[src/rtl/stream_demux_1ton_if.sv]
// Stream bus for the 1:N demultiplexer: one producer-side beat channel
// and NUM_CH consumer-side channels packed into flat vectors.
interface stream_demux_1ton_if #(
    parameter int NUM_CH = 8,
    parameter int DATA_W = 8,
    parameter int SEL_W  = $clog2(NUM_CH)
);
    logic                     in_valid;
    logic                     in_ready;
    logic [DATA_W-1:0]        in_data;
    logic [SEL_W-1:0]         in_sel;
    logic                     in_bcast;
    logic [NUM_CH-1:0]        out_valid;
    logic [NUM_CH-1:0]        out_ready;
    logic [NUM_CH*DATA_W-1:0] out_data;

    // Demux side: consumes the input beat, drives the per-channel outputs.
    modport slave (
        input  in_valid, in_data, in_sel, in_bcast, out_ready,
        output in_ready, out_valid, out_data
    );

    // Environment side: producer plus all consumers.
    modport master (
        output in_valid, in_data, in_sel, in_bcast, out_ready,
        input  in_ready, out_valid, out_data
    );
endinterface

[src/rtl/stream_demux_1ton.sv]
// Registered 1:N stream demultiplexer with one holding register per channel,
// broadcast mode and a saturating counter of beats sent to nonexistent channels.
module stream_demux_1ton #(
    parameter int NUM_CH = 8,
    parameter int DATA_W = 8,
    parameter int SEL_W  = $clog2(NUM_CH),
    parameter int CNT_W  = 16
) (
    input  logic                   clk,
    input  logic                   rst_n,
    stream_demux_1ton_if.slave     bus,
    output logic [CNT_W-1:0]       drop_cnt
);

    // Handshake: a beat moves when valid && ready on the same rising edge.
    // in_ready never looks at in_valid; out_valid never drops without a
    // handshake, and out_data is stable while out_valid && !out_ready.

    logic [NUM_CH-1:0]             valid_q;
    logic [NUM_CH-1:0]             valid_d;
    logic [NUM_CH-1:0][DATA_W-1:0] data_q;
    logic [NUM_CH-1:0][DATA_W-1:0] data_d;
    logic [CNT_W-1:0]              cnt_q;
    logic [CNT_W-1:0]              cnt_d;

    logic [NUM_CH-1:0]             chan_free;
    logic [NUM_CH-1:0]             sel_hit;
    logic [NUM_CH-1:0]             load;
    logic                          sel_legal;
    logic                          in_ready;
    logic                          accept;
    logic                          drop_inc;

    // A channel draining this cycle can be reloaded in the same cycle.
    always_comb begin
        chan_free = ~valid_q | bus.out_ready;
        sel_legal = ({1'b0, bus.in_sel} < (SEL_W + 1)'(NUM_CH));
        sel_hit   = '0;
        for (int i = 0; i < NUM_CH; i++) begin
            sel_hit[i] = (bus.in_sel == SEL_W'(i));
        end
    end

    always_comb begin
        in_ready = 1'b1;
        if (bus.in_bcast) begin
            in_ready = &chan_free;
        end else if (sel_legal) begin
            in_ready = |(sel_hit & chan_free);
        end
    end

    always_comb begin
        accept   = bus.in_valid & in_ready;
        drop_inc = accept & ~bus.in_bcast & ~sel_legal;
        load     = '0;
        for (int i = 0; i < NUM_CH; i++) begin
            load[i] = accept & (bus.in_bcast | sel_hit[i]);
        end
    end

    // Reload wins over drain; an undrained full channel keeps its beat.
    always_comb begin
        valid_d = '0;
        data_d  = data_q;
        for (int i = 0; i < NUM_CH; i++) begin
            valid_d[i] = load[i] | (valid_q[i] & ~bus.out_ready[i]);
            if (load[i]) begin
                data_d[i] = bus.in_data;
            end
        end
    end

    always_comb begin
        cnt_d = cnt_q;
        if (drop_inc && (cnt_q != {CNT_W{1'b1}})) begin
            cnt_d = cnt_q + CNT_W'(1);
        end
    end

    always_ff @(posedge clk or negedge rst_n) begin
        if (!rst_n) begin
            valid_q <= '0;
            data_q  <= '0;
        end else begin
            valid_q <= valid_d;
            data_q  <= data_d;
        end
    end

    always_ff @(posedge clk or negedge rst_n) begin
        if (!rst_n) begin
            cnt_q <= '0;
        end else begin
            cnt_q <= cnt_d;
        end
    end

    assign bus.in_ready  = in_ready;
    assign bus.out_valid = valid_q;
    assign bus.out_data  = data_q;
    assign drop_cnt      = cnt_q;

endmodule
[src/flat_wrapper.sv]
// flat-port wrapper written by rule: the top's interface ports become plain ports
module stream_demux_1ton_flat 
#(
    parameter int NUM_CH = 8,
    parameter int DATA_W = 8,
    parameter int SEL_W  = $clog2(NUM_CH),
    parameter int CNT_W  = 16
)
  (clk, rst_n, drop_cnt, bus_in_valid, bus_in_data, bus_in_sel, bus_in_bcast, bus_out_ready, bus_in_ready, bus_out_valid, bus_out_data);
  stream_demux_1ton_if #(.NUM_CH(NUM_CH), .DATA_W(DATA_W), .SEL_W(SEL_W)) bus_i ();
  input  logic clk;
  input  logic rst_n;
  output logic [CNT_W-1:0] drop_cnt;
  input wire logic [$bits(bus_i.in_valid)-1:0] bus_in_valid;
  input wire logic [$bits(bus_i.in_data)-1:0] bus_in_data;
  input wire logic [$bits(bus_i.in_sel)-1:0] bus_in_sel;
  input wire logic [$bits(bus_i.in_bcast)-1:0] bus_in_bcast;
  input wire logic [$bits(bus_i.out_ready)-1:0] bus_out_ready;
  output wire logic [$bits(bus_i.in_ready)-1:0] bus_in_ready;
  output wire logic [$bits(bus_i.out_valid)-1:0] bus_out_valid;
  output wire logic [$bits(bus_i.out_data)-1:0] bus_out_data;
  assign bus_i.in_valid = bus_in_valid;
  assign bus_i.in_data = bus_in_data;
  assign bus_i.in_sel = bus_in_sel;
  assign bus_i.in_bcast = bus_in_bcast;
  assign bus_i.out_ready = bus_out_ready;
  assign bus_in_ready = bus_i.in_ready;
  assign bus_out_valid = bus_i.out_valid;
  assign bus_out_data = bus_i.out_data;
  stream_demux_1ton #(.NUM_CH(NUM_CH), .DATA_W(DATA_W), .SEL_W(SEL_W), .CNT_W(CNT_W)) u_core (.clk(clk), .rst_n(rst_n), .bus(bus_i), .drop_cnt(drop_cnt));
endmodule
[config.mk]
export PLATFORM = sky130hd
export DESIGN_NAME = stream_demux_1ton_flat
export DESIGN_NICKNAME = d
export VERILOG_FILES = /design/src/rtl/stream_demux_1ton_if.sv /design/src/rtl/stream_demux_1ton.sv /design/src/flat_wrapper.sv
export SDC_FILE = /design/constraint.sdc
export NUM_CORES = 1
export LEC_CHECK = 0
export BUFFER_PORTS_ARGS = -buffer_cell sky130_fd_sc_hd__buf_2
export CAP_MARGIN = 20
export CORE_MARGIN = 3
export CORE_UTILIZATION = 45
export DETAILED_ROUTE_END_ITERATION = 6
export GPL_ROUTABILITY_DRIVEN = 0
export PLACE_DENSITY = 0.73
export SETUP_SLACK_MARGIN = 0.2
export SLEW_MARGIN = 10
export SYNTH_ARGS = -nofsm -noshare
export SYNTH_HDL_FRONTEND = slang
export SYNTH_SLANG_ARGS = --single-unit
[constraint.sdc]
create_clock -name clk -period 5.1 [get_ports clk]
set_clock_uncertainty 0.2 [all_clocks]
set_input_delay 0.51 -clock clk [delete_from_list [all_inputs] [get_ports clk]]
set_output_delay 0.51 -clock clk [all_outputs]
set_load 0.03 [all_outputs]
## Yosys cells after proc, flatten, opt, wreduce, memory -nomap -nowiden

Cells that the tools add are included.
W data, S select, Z words.

| storage, ports and cells | value |
|---|---|
| output and inout port bits | 89 |
| logic and storage cells | 64 |
| flip-flop bits (word level) | 72 |
| input bits | 23 |

| cells by class | value |
|---|---|
| eq/ne operators | 7 |
| reduce and logical (&&, ||, !) cells | 3 |
| mux-type cells | 1 |
| bitwise logic cells | 44 |

Operator list:

| operator | number |
|---|---|
| $and A1 B1 Y1 | 17 |
| $or A1 B1 Y1 | 16 |
| $eq A3 B3 Y1 const B | 4 |
| $and A8 B8 Y8 | 1 |
| $not A1 Y1 | 8 |
| $not A8 Y8 | 1 |
| $or A8 B8 Y8 | 1 |
| $reduce_and A8 Y1 | 1 |
| $reduce_or A8 Y1 | 1 |
| $eq A3 B2 Y1 const B | 2 |
| $eq A3 B1 Y1 const B | 1 |
| $logic_not A3 Y1 | 1 |
| $mux W1 | 1 |

## Depth between registers and ports, before layout

Gate-level depths: netlist of the first run.

| logic depth | value |
|---|---|
| depth in word-level cells | 8 |
| mapped depth | 7 |

## Worst setup path after synthesis of the first run

Ideal clock, no wire load.

| path | value |
|---|---|
| path type | input -> output |
| start | in bus_out_ready[4] |
| end | out bus_in_ready |
| buffers on the path | 2 |
| data arrival time | 1.915 ns |
| slack | 2.475 ns |
| stages | 6 |
| cell sequence | nand2b_1 -> and4_1 -> and4_1 -> buf_2 -> buf_2 -> or3_1 |

| between the ends | value |
|---|---|
| longest elaborated chain between the ends | 4 |
| elaborated cells between the ends (all ways) | 5 |
| those cells by class | 1 x mux; 2 x bitwise; 2 x reduce/logical |

Ends and longest elaborated chain:

| item | RTL line | RTL |
|---|---|---|
| from (decl) | flat_wrapper.sv:18 | `input wire logic [$bits(bus_i.out_ready)-1:0] bus_out_ready;` |
| $or A8 B8 Y8 (*) | stream_demux_1ton.sv:36 | `chan_free = ~valid_q \| bus.out_ready;` |
| $and A8 B8 Y8 | stream_demux_1ton.sv:49 | `in_ready = \|(sel_hit & chan_free);` |
| $reduce_or A8 Y1 | stream_demux_1ton.sv:49 |  |
| $mux W1 (*) | stream_demux_1ton.sv:46 | `if (bus.in_bcast) begin` |
| to (decl) | flat_wrapper.sv:19 | `output wire logic [$bits(bus_i.in_ready)-1:0] bus_in_ready;` |

Mark *: on every way between the ends. The rest lies on a longest branch, timed or not.

## Final worst setup path of the first run

| path | value |
|---|---|
| start | reg u_core.valid_q[4] (netlist: u_core.bus.out_valid[4]) |
| end | out bus_in_ready |

| between the ends | value |
|---|---|
| longest elaborated chain between the ends | 5 |
| elaborated cells between the ends (all ways) | 6 |
| those cells by class | 1 x mux; 3 x bitwise; 2 x reduce/logical |

Ends and longest elaborated chain:

| item | RTL line | RTL |
|---|---|---|
| from (decl) | stream_demux_1ton.sv:19 | `logic [NUM_CH-1:0] valid_q;` |
| from (signal assigned) | stream_demux_1ton.sv:86 | `valid_q <= valid_d;` |
| $not A8 Y8 (*) | stream_demux_1ton.sv:36 |  |
| $or A8 B8 Y8 (*) | stream_demux_1ton.sv:36 |  |
| $and A8 B8 Y8 | stream_demux_1ton.sv:49 |  |
| $reduce_or A8 Y1 | stream_demux_1ton.sv:49 |  |
| $mux W1 (*) | stream_demux_1ton.sv:46 |  |

Marked as above.

==> results of run 1 <==
stage by stage:
| step | worst slack (ns) | area, sq um | std cells | util | hold WS [ns] |
|---|---|---|---|---|---|
| finish | 2.15 | 3980 | 442 | 0.573 | 0.152 |
| floorplan | 2.47 | 3340 | 266 | - | 0.0144 |
| global placement | 2.23 | 3750 | 426 | 0.540 | 0.283 |
| detailed placement | 2.20 | 3750 | 426 | 0.540 | 0.288 |
| CTS | 2.13 | 3980 | 442 | 0.573 | 0.199 |
| global route | 2.06 | 3980 | 442 | 0.573 | 0.232 |
cell usage in the layout (no fill, tap or decap), types with 2 or more instances in the layout:
cell	n
sky130_fd_sc_hd__nand2b_1	9
sky130_fd_sc_hd__dfrtp_1	72
sky130_fd_sc_hd__a21oi_2	3
sky130_fd_sc_hd__and3_1	9
sky130_fd_sc_hd__inv_1	3
sky130_fd_sc_hd__o31ai_4	3
sky130_fd_sc_hd__a21oi_1	2
sky130_fd_sc_hd__o21ai_0	4
sky130_fd_sc_hd__nor2b_1	4
sky130_fd_sc_hd__conb_1	16
sky130_fd_sc_hd__o221ai_4	2
sky130_fd_sc_hd__mux2_2	32
sky130_fd_sc_hd__nand2_1	8
sky130_fd_sc_hd__and4_1	2
sky130_fd_sc_hd__buf_2	95
sky130_fd_sc_hd__bufinv_16	2
sky130_fd_sc_hd__clkinv_2	2
sky130_fd_sc_hd__clkbuf_8	11
sky130_fd_sc_hd__nor3_1	5
sky130_fd_sc_hd__a221o_1	32
sky130_fd_sc_hd__nor2_1	10
sky130_fd_sc_hd__a31oi_1	3
worst max-delay path: stages, from the launching register on:
cell and delay [ns]:
sky130_fd_sc_hd__dfrtp_1 0.38, sky130_fd_sc_hd__nand2b_1 0.14, sky130_fd_sc_hd__and4_1 0.22, sky130_fd_sc_hd__and4_1 0.75
sky130_fd_sc_hd__or3_1 0.21, sky130_fd_sc_hd__buf_2 0.19
power by group through the flow:
stage	Combinational [mW]	Clock (mW)	Sequential, mW
final	0.886	0.514	0.853
after global routing	0.937	0.549	0.876
after CTS	0.896	0.522	0.854
after detailed placement	0.895	0	0.863
after global placement	0.887	0	0.858
after floorplan	0.268	0	1.22
path summary, 6_finish.rpt:
| path | start | end | cells past startpoint |
|---|---|---|---|
| max in group asynchronous | rst_n | u_core.bus.out_data[40] | 2 |
| min | rst_n | u_core.bus.out_valid[3] | 2 |
| max reg2reg | u_core.bus.out_valid[4] | u_core.bus.out_data[36] | 5 |
| max | u_core.bus.out_valid[4] | bus_in_ready | 5 |
| min reg2reg | u_core.bus.out_data[4] | u_core.bus.out_data[4] | 1 |
| min in group clk | bus_out_ready[1] | u_core.bus.out_valid[1] | 3 |
cell type report:
cell class | instances | area share
multi-input cells | 159 | 0.335
repair buffers | 96 | 0.121
flip-flops and latches | 72 | 0.453
inverters | 3 | 0.00283
clock inverters | 5 | 0.0198
clock buffers | 11 | 0.0381
well taps | 96 | 0.0302
cell usage after synthesis:
| master | n |
|---|---|
| sky130_fd_sc_hd__nand3b_1 | 1 |
| sky130_fd_sc_hd__a221o_1 | 32 |
| sky130_fd_sc_hd__o31ai_4 | 3 |
| sky130_fd_sc_hd__nor2_1 | 10 |
| sky130_fd_sc_hd__dfrtp_1 | 72 |
| sky130_fd_sc_hd__nor2_4 | 1 |
| sky130_fd_sc_hd__conb_1 | 1 |
| sky130_fd_sc_hd__inv_1 | 3 |
| sky130_fd_sc_hd__o22ai_2 | 1 |
| sky130_fd_sc_hd__or2_2 | 1 |
| sky130_fd_sc_hd__o21ai_0 | 4 |
| sky130_fd_sc_hd__a21o_1 | 1 |
| sky130_fd_sc_hd__a31oi_1 | 3 |
| sky130_fd_sc_hd__nor2b_1 | 4 |
| sky130_fd_sc_hd__nand3_1 | 1 |
| sky130_fd_sc_hd__buf_2 | 4 |
| sky130_fd_sc_hd__buf_1 | 9 |
| sky130_fd_sc_hd__buf_6 | 1 |
| sky130_fd_sc_hd__or3_1 | 1 |
| sky130_fd_sc_hd__nand2_1 | 8 |
| sky130_fd_sc_hd__nor3_1 | 5 |
| sky130_fd_sc_hd__nand4_1 | 1 |
| sky130_fd_sc_hd__or4b_4 | 1 |
| sky130_fd_sc_hd__o221ai_4 | 2 |
| sky130_fd_sc_hd__o311ai_4 | 1 |
| sky130_fd_sc_hd__a21oi_1 | 2 |
| sky130_fd_sc_hd__mux2_2 | 32 |
| sky130_fd_sc_hd__or3b_1 | 1 |
| sky130_fd_sc_hd__nand2b_1 | 9 |
| sky130_fd_sc_hd__o211ai_2 | 1 |
| sky130_fd_sc_hd__o2111a_1 | 1 |
| sky130_fd_sc_hd__and3_1 | 9 |
| sky130_fd_sc_hd__a21oi_2 | 3 |
| sky130_fd_sc_hd__buf_4 | 16 |
| sky130_fd_sc_hd__or2b_1 | 1 |
| sky130_fd_sc_hd__nand4b_1 | 1 |
| sky130_fd_sc_hd__and4_1 | 2 |
| sky130_fd_sc_hd__clkbuf_1 | 2 |
sequential cells by signal, summed over array words and instances, names as in the netlist:
name                  count
u_core.bus.out_data      64
u_core.bus.out_valid      8
kinds of logic (layout without fill, tap and decap cells):
group,after synthesis,after routing
flops,72,72
simple gates,57,57
compound gates,54,54
buf+inv,35,115
mux,32,32
other cells,1,16
per-layer routing:
| metal | track usage | routed length (microns) |
|---|---|---|
| met5 | 0 | 0 |
| met4 | 0.0603 | 79 |
| met3 | 0.0505 | 583 |
| met2 | 0.301 | 3660 |
| met1 | 0.249 | 3370 |
==> flow_metrics.env, run 1 <==
export IMPL_outcome="complete, no violations"
export IMPL_report_final_hold_viol_count=0
export IMPL_numCtsBuffers=9
export IMPL_worst_slew_pin_transition_ns=1.04
export IMPL_clock_sinks=72
export IMPL_insertion_delay_ns=0.35
export IMPL_synth_avg_cell_area_sq_um=13.1
export IMPL_numPortBuffers=95
export IMPL_maxCapViolations=0
export IMPL_ys_seq_elements=72
export IMPL_synth_compound_gate_area_share=0.177
export IMPL_synthTopCellsByArea="sky130_fd_sc_hd__dfrtp_1 (55%), sky130_fd_sc_hd__mux2_2 (11%), sky130_fd_sc_hd__a221o_1 (9.8%)"
export IMPL_synth_fa_ha_area_frac=0
export IMPL_floorplan_row_count=30
export IMPL_route_vias_total=2346
export IMPL_ir_worst_vdd_mv=0.251
export IMPL_final_fill_count=612
export IMPL_hold_path_class="input port to async pin"
export IMPL_timing_final_crit_period_ns=2.95
export IMPL_clockPowerShare=0.228
export IMPL_post_synth_inst_count=251
export IMPL_post_layout_total_power_mw=2.25
export IMPL_endpoint_kind="output pin"
export IMPL_synth_top_cell_area_share=0.549
export IMPL_drt_iter0_drc=204
export IMPL_report_final_slew_viol_count=0
export IMPL_switching_power_mw=0.905
export IMPL_path_type_of_the_worst_setup_path="flip-flop to output pin"
export IMPL_cellPowerDensity_nw_per_um2=566
export IMPL_die_width_microns=91.4
export IMPL_cp_max_fo=15
export IMPL_gr_usage_all_layers=0.188
export IMPL_maximum_number_of_pins_on_one_net_before_global_route_repair=73
export IMPL_synth_mux_area_frac=0.110
export IMPL_overall_die_area_sq_um=8350
export IMPL_p_int_mw=1.35
export IMPL_start_util=0.472
export IMPL_core_area_sq_um=6940
export IMPL_inserted_diodes=0
export IMPL_finalSetupViolations=0
export IMPL_startpoint_type="flip-flop"
export IMPL_clockBufferDepth=2
export IMPL_ys_warn_count=0
export IMPL_grt_pass1_vias=2279
export IMPL_achievable_frequency_mhz=339
export IMPL_clockRootBuffer="sky130_fd_sc_hd__clkbuf_8"
export IMPL_drt_total_wl_microns=7700
export IMPL_synth_top_family_by_area="compound AO/OA/AOI/OAI gates"
export IMPL_period_share=0.578
export IMPL_timing_reg2reg_setup_slack_ns=2.59
export IMPL_globalRouteOverflowTotal=0
export IMPL_seq_power_share=0.379
export IMPL_multi_input_combinational_cell_area_sq_um=1330
export IMPL_finalNetCount=364
export IMPL_drc=0
export IMPL_layout_drive_gt1_share=0.457
export IMPL_rsz0062_at_grt="no"
export IMPL_synth_simple_area_share=0.100
export IMPL_cts_setup_buffers=0
export IMPL_clk_pin_slew_ns=0.07
export IMPL_avgViaCountPerCell=5.31
export IMPL_total_leakage_power_nw=1.92
export IMPL_post_cts_resized=0
export IMPL_die_h_microns=91.4
export IMPL_drt_pre_antenna_iters=4
export IMPL_cts_htree_levels=3
export IMPL_clock_tree_from_tritoncts="done"
export IMPL_wire_length_of_the_first_global_routing_pass_microns=12300
export IMPL_grt_antenna_before_repair=0
export IMPL_synthDistinctLibCells=38
export IMPL_comb_power_share=0.393
export IMPL_hpwl_after_dpl_microns=5390
export IMPL_fin_tns_setup_ns=0
export IMPL_flow_area_growth_from_synthesis_pct=21.2
export IMPL_worst_path_arrival_time_ns=2.24
export IMPL_sw_frac_of_total=0.402
export IMPL_cts_hold_buffers=0
export IMPL_required_time_at_the_worst_slack_endpoint_ns=4.39
export IMPL_max_slew_margin=0.302
export IMPL_synth_yosys_seq_area_share=0.549
export IMPL_antenna_violation_net_count_after_detailed_routing=0
export IMPL_wl_per_cell_microns=17.4
export IMPL_synth_top_area_cell="sky130_fd_sc_hd__dfrtp_1"
export IMPL_synthesized_cell_area_sq_um=3280
export IMPL_synth_xor_area_share=0
export IMPL_io_pin_count=112
export IMPL_seq_area_sq_um=1800
Note: power is estimated with default switching activity, not from simulation.
==> run 2, diff against run 1 <==
ABC_AREA = 1   (was default)
PLACE_DENSITY = 0.75   (was 0.73)
clock period = 2.4 ns   (was 5.1 ns; I/O delays follow)
==> run 2 against run 1 <==
  * Sequential cell count stayed put
  * Total power is 110% higher
  * Critical path depth is 3 higher
  * Critical path type unchanged
  * Largest cell class unchanged
==> flow_metrics.env, run 2 <==
export IMPL_startpoint_type="flip-flop"
export IMPL_report_final_hold_viol_count=0
export IMPL_layout_cells_most_common_list="sky130_fd_sc_hd__nand2_1 (164), sky130_fd_sc_hd__buf_2 (94), sky130_fd_sc_hd__dfrtp_1 (72)"
export IMPL_timing_final_crit_period_ns=2.06
export IMPL_placedCellCount=557
export IMPL_timing_reg2reg_setup_slack_ns=0.45
export IMPL_grt_antenna_before_repair=0
export IMPL_floorplan_row_count=30
export IMPL_maxCapViolations=0
export IMPL_async_set_or_reset_register_ratio_after_synthesis=1.00
export IMPL_total_leakage_power_nw=2.35
export IMPL_antenna_violation_net_count_after_detailed_routing=0
export IMPL_period_share=0.860
export IMPL_hpwl_after_dpl_microns=6320
export IMPL_route_vias_total=3061
export IMPL_post_synth_inst_count=382
export IMPL_flow_area_growth_from_synthesis_pct=25.3
export IMPL_numCtsBuffers=9
export IMPL_r2r_start="u_core.bus.out_valid[4]"
export IMPL_clock_sinks=72
export IMPL_final_fill_count=652
export IMPL_postLayoutCellArea_sq_um=4160
export IMPL_inserted_diodes=0
export IMPL_outcome="complete, no violations"
export IMPL_clock_tree_from_tritoncts="done"
export IMPL_wire_length_of_the_first_global_routing_pass_microns=14400
export IMPL_ys_seq_elements=72
export IMPL_reg2reg_to="u_core.bus.out_data[42]"
export IMPL_netlist_top_cells_count="sky130_fd_sc_hd__nand2_1 (165), sky130_fd_sc_hd__dfrtp_1 (72), sky130_fd_sc_hd__nand4_1 (65)"
export IMPL_avgViaCountPerCell=5.23
export IMPL_cell_with_the_largest_stage_delay_on_the_worst_path="sky130_fd_sc_hd__dfrtp_1"
export IMPL_cellPowerDensity_nw_per_um2=1130
export IMPL_drt_iter0_drc=195
export IMPL_startpoint="u_core.bus.out_valid[4]"
export IMPL_largest_register_ffs=64
export IMPL_core_area_sq_um=6980
export IMPL_finalNetCount=508
export IMPL_achievable_frequency_mhz=485
export IMPL_gr_usage_all_layers=0.221
export IMPL_wl_per_cell_microns=15.4
export IMPL_hold_path_end="u_core.bus.out_valid[4]"
export IMPL_most_instantiated_flip_flop_cell_in_the_synthesis_netlist="sky130_fd_sc_hd__dfrtp_1"
export IMPL_worst_slew_pin_transition_ns=0.688
export IMPL_ys_warn_count=0
export IMPL_synthTopCellsByArea="sky130_fd_sc_hd__dfrtp_1 (54%), sky130_fd_sc_hd__nand2_1 (19%), sky130_fd_sc_hd__nand4_1 (12%)"
export IMPL_start_util=0.476
export IMPL_placed_cell_area_sq_um=3820
export IMPL_globalRouteOverflowTotal=0
export IMPL_layout_cells_non_filler=585
export IMPL_drt_pre_antenna_iters=5
export IMPL_fin_tns_setup_ns=0
export IMPL_rsz0062_at_grt="no"
export IMPL_synth_top_cell_area_share=0.542
export IMPL_report_final_slew_viol_count=0
export IMPL_min_delay_start="bus_out_ready[4]"
export IMPL_clockRootBuffer="sky130_fd_sc_hd__clkbuf_8"
export IMPL_synth_most_common_cell="sky130_fd_sc_hd__nand2_1"
export IMPL_die_h_microns=91.9
export IMPL_post_layout_total_power_mw=4.69
export IMPL_hold_depth=4
export IMPL_cp_max_fo=10
export IMPL_endpoint_kind="output pin"
export IMPL_ir_worst_vdd_mv=0.615
export IMPL_worst_path_arrival_time_ns=1.62
export IMPL_finalSetupViolations=0
export IMPL_clockBufferDepth=2
export IMPL_worstPathCellList="nand2_1 -> nand3_1 -> nand2_1 -> nor2_1 -> nand2_1 -> nand2_2 -> nand2_8 -> buf_4"
export IMPL_insertion_delay_ns=0.35
export IMPL_drc=0
export IMPL_synth_avg_cell_area_sq_um=8.70
export IMPL_synthesized_cell_area_sq_um=3320
export IMPL_max_stage_delay_ns=0.40
export IMPL_overall_die_area_sq_um=8450
export IMPL_drt_total_wl_microns=9030
export IMPL_synth_top_area_cell="sky130_fd_sc_hd__dfrtp_1"
export IMPL_layout_cells_most_common="sky130_fd_sc_hd__nand2_1"
export IMPL_synthDistinctLibCells=16
export IMPL_cts_htree_levels=3
export IMPL_cell_type_with_the_highest_occurrence_count_on_the_critical_path="sky130_fd_sc_hd__nand2_1"
export IMPL_die_width_microns=91.9
export IMPL_grt_pass1_vias=2851
export IMPL_hold_path_class="input port to flip-flop"
export IMPL_synth_yosys_seq_area_share=0.542
export IMPL_worst_r2r_path_depth=11
export IMPL_maximum_number_of_pins_on_one_net_before_global_route_repair=45
export IMPL_synth_enable_flop_cells=0
export IMPL_max_slew_margin=0.541
export IMPL_layout_drive_gt1_share=0.284
export IMPL_required_time_at_the_worst_slack_endpoint_ns=1.96
export IMPL_clk_pin_slew_ns=0.07
export IMPL_path_type_of_the_worst_setup_path="flip-flop to output pin"
export IMPL_postLayoutCoreUtil=0.596
export IMPL_io_pin_count=112
export IMPL_numPortBuffers=95
run 2: final cells by class:
class | count | area (sq um) | share of cell area
inverters | 12 | 45.0 | 0.0108
repair buffers | 116 | 663 | 0.159
flip-flops and latches | 72 | 1800 | 0.433
well taps | 96 | 120 | 0.0289
multi-input cells | 274 | 1320 | 0.318
clock inverters | 6 | 85.1 | 0.0204
clock buffers | 9 | 124 | 0.0298
run 2: routing by layer:
metal  GRT usage  wire, microns  up-vias
li1            -              -     1449
met1       0.305           3820     1453
met2       0.332           4290      150
met3      0.0632            799        9
met4      0.0817            121        0
met5           0              0        -
run 2: what timing repair did:
action,4_1_cts,5_1_grt
hold buffers,6,0
pin swaps,0,1
buffers inserted,0,6
gates resized for setup,2,2
endpoints found under the setup margin,1,1
endpoints found under the hold margin,33,0
gates cloned,0,1
run 2: kinds of logic (layout without fill, tap and decap cells):
logic type             count (synthesis)  count (layout)  synth area share
AND/OR/NAND/NOR                      255             256             0.369
flip-flops                            72              72             0.542
buffers and inverters                 52             143            0.0847
AO/OA/AOI/OAI                          2               2           0.00301
other                                  1              16           0.00113
run 2: critical path, delay by kind of cell, from the launching register on:
| family | cells | cell delay, ns |
|---|---|---|
| and+or+nand+nor | 7 | 0.69 |
| DFF | 1 | 0.40 |
| buffers and inverters | 1 | 0.17 |
run 2: through the flow:
| step | worst slack [ns] | hold slack (ns) |
|---|---|---|
| after floorplan | 0.665 | -0.256 |
| after global placement | 0.454 | 0.110 |
| after detailed placement | 0.319 | 0.112 |
| after CTS | 0.233 | 0.0158 |
| after global routing | 0.234 | 0.0265 |
| final | 0.337 | 0.0427 |
run 2: worst max-delay path by stage:
stage,endpoint,slack (ns)
4_1_cts,bus_in_ready,0.23
5_1_grt,bus_in_ready,0.23
6_report,bus_in_ready,0.34
3_5_place_dp,u_core.bus.out_data[48],0.32
2_1_floorplan,u_core.bus.out_data[24],0.66
3_3_place_gp,u_core.bus.out_data[0],0.45
run 2: where the power goes:
group | switching [mW] | internal, mW
sequential | 0.209 | 1.58
combinational | 1.38 | 0.506
clock | 0.446 | 0.575
total | 2.03 | 2.66
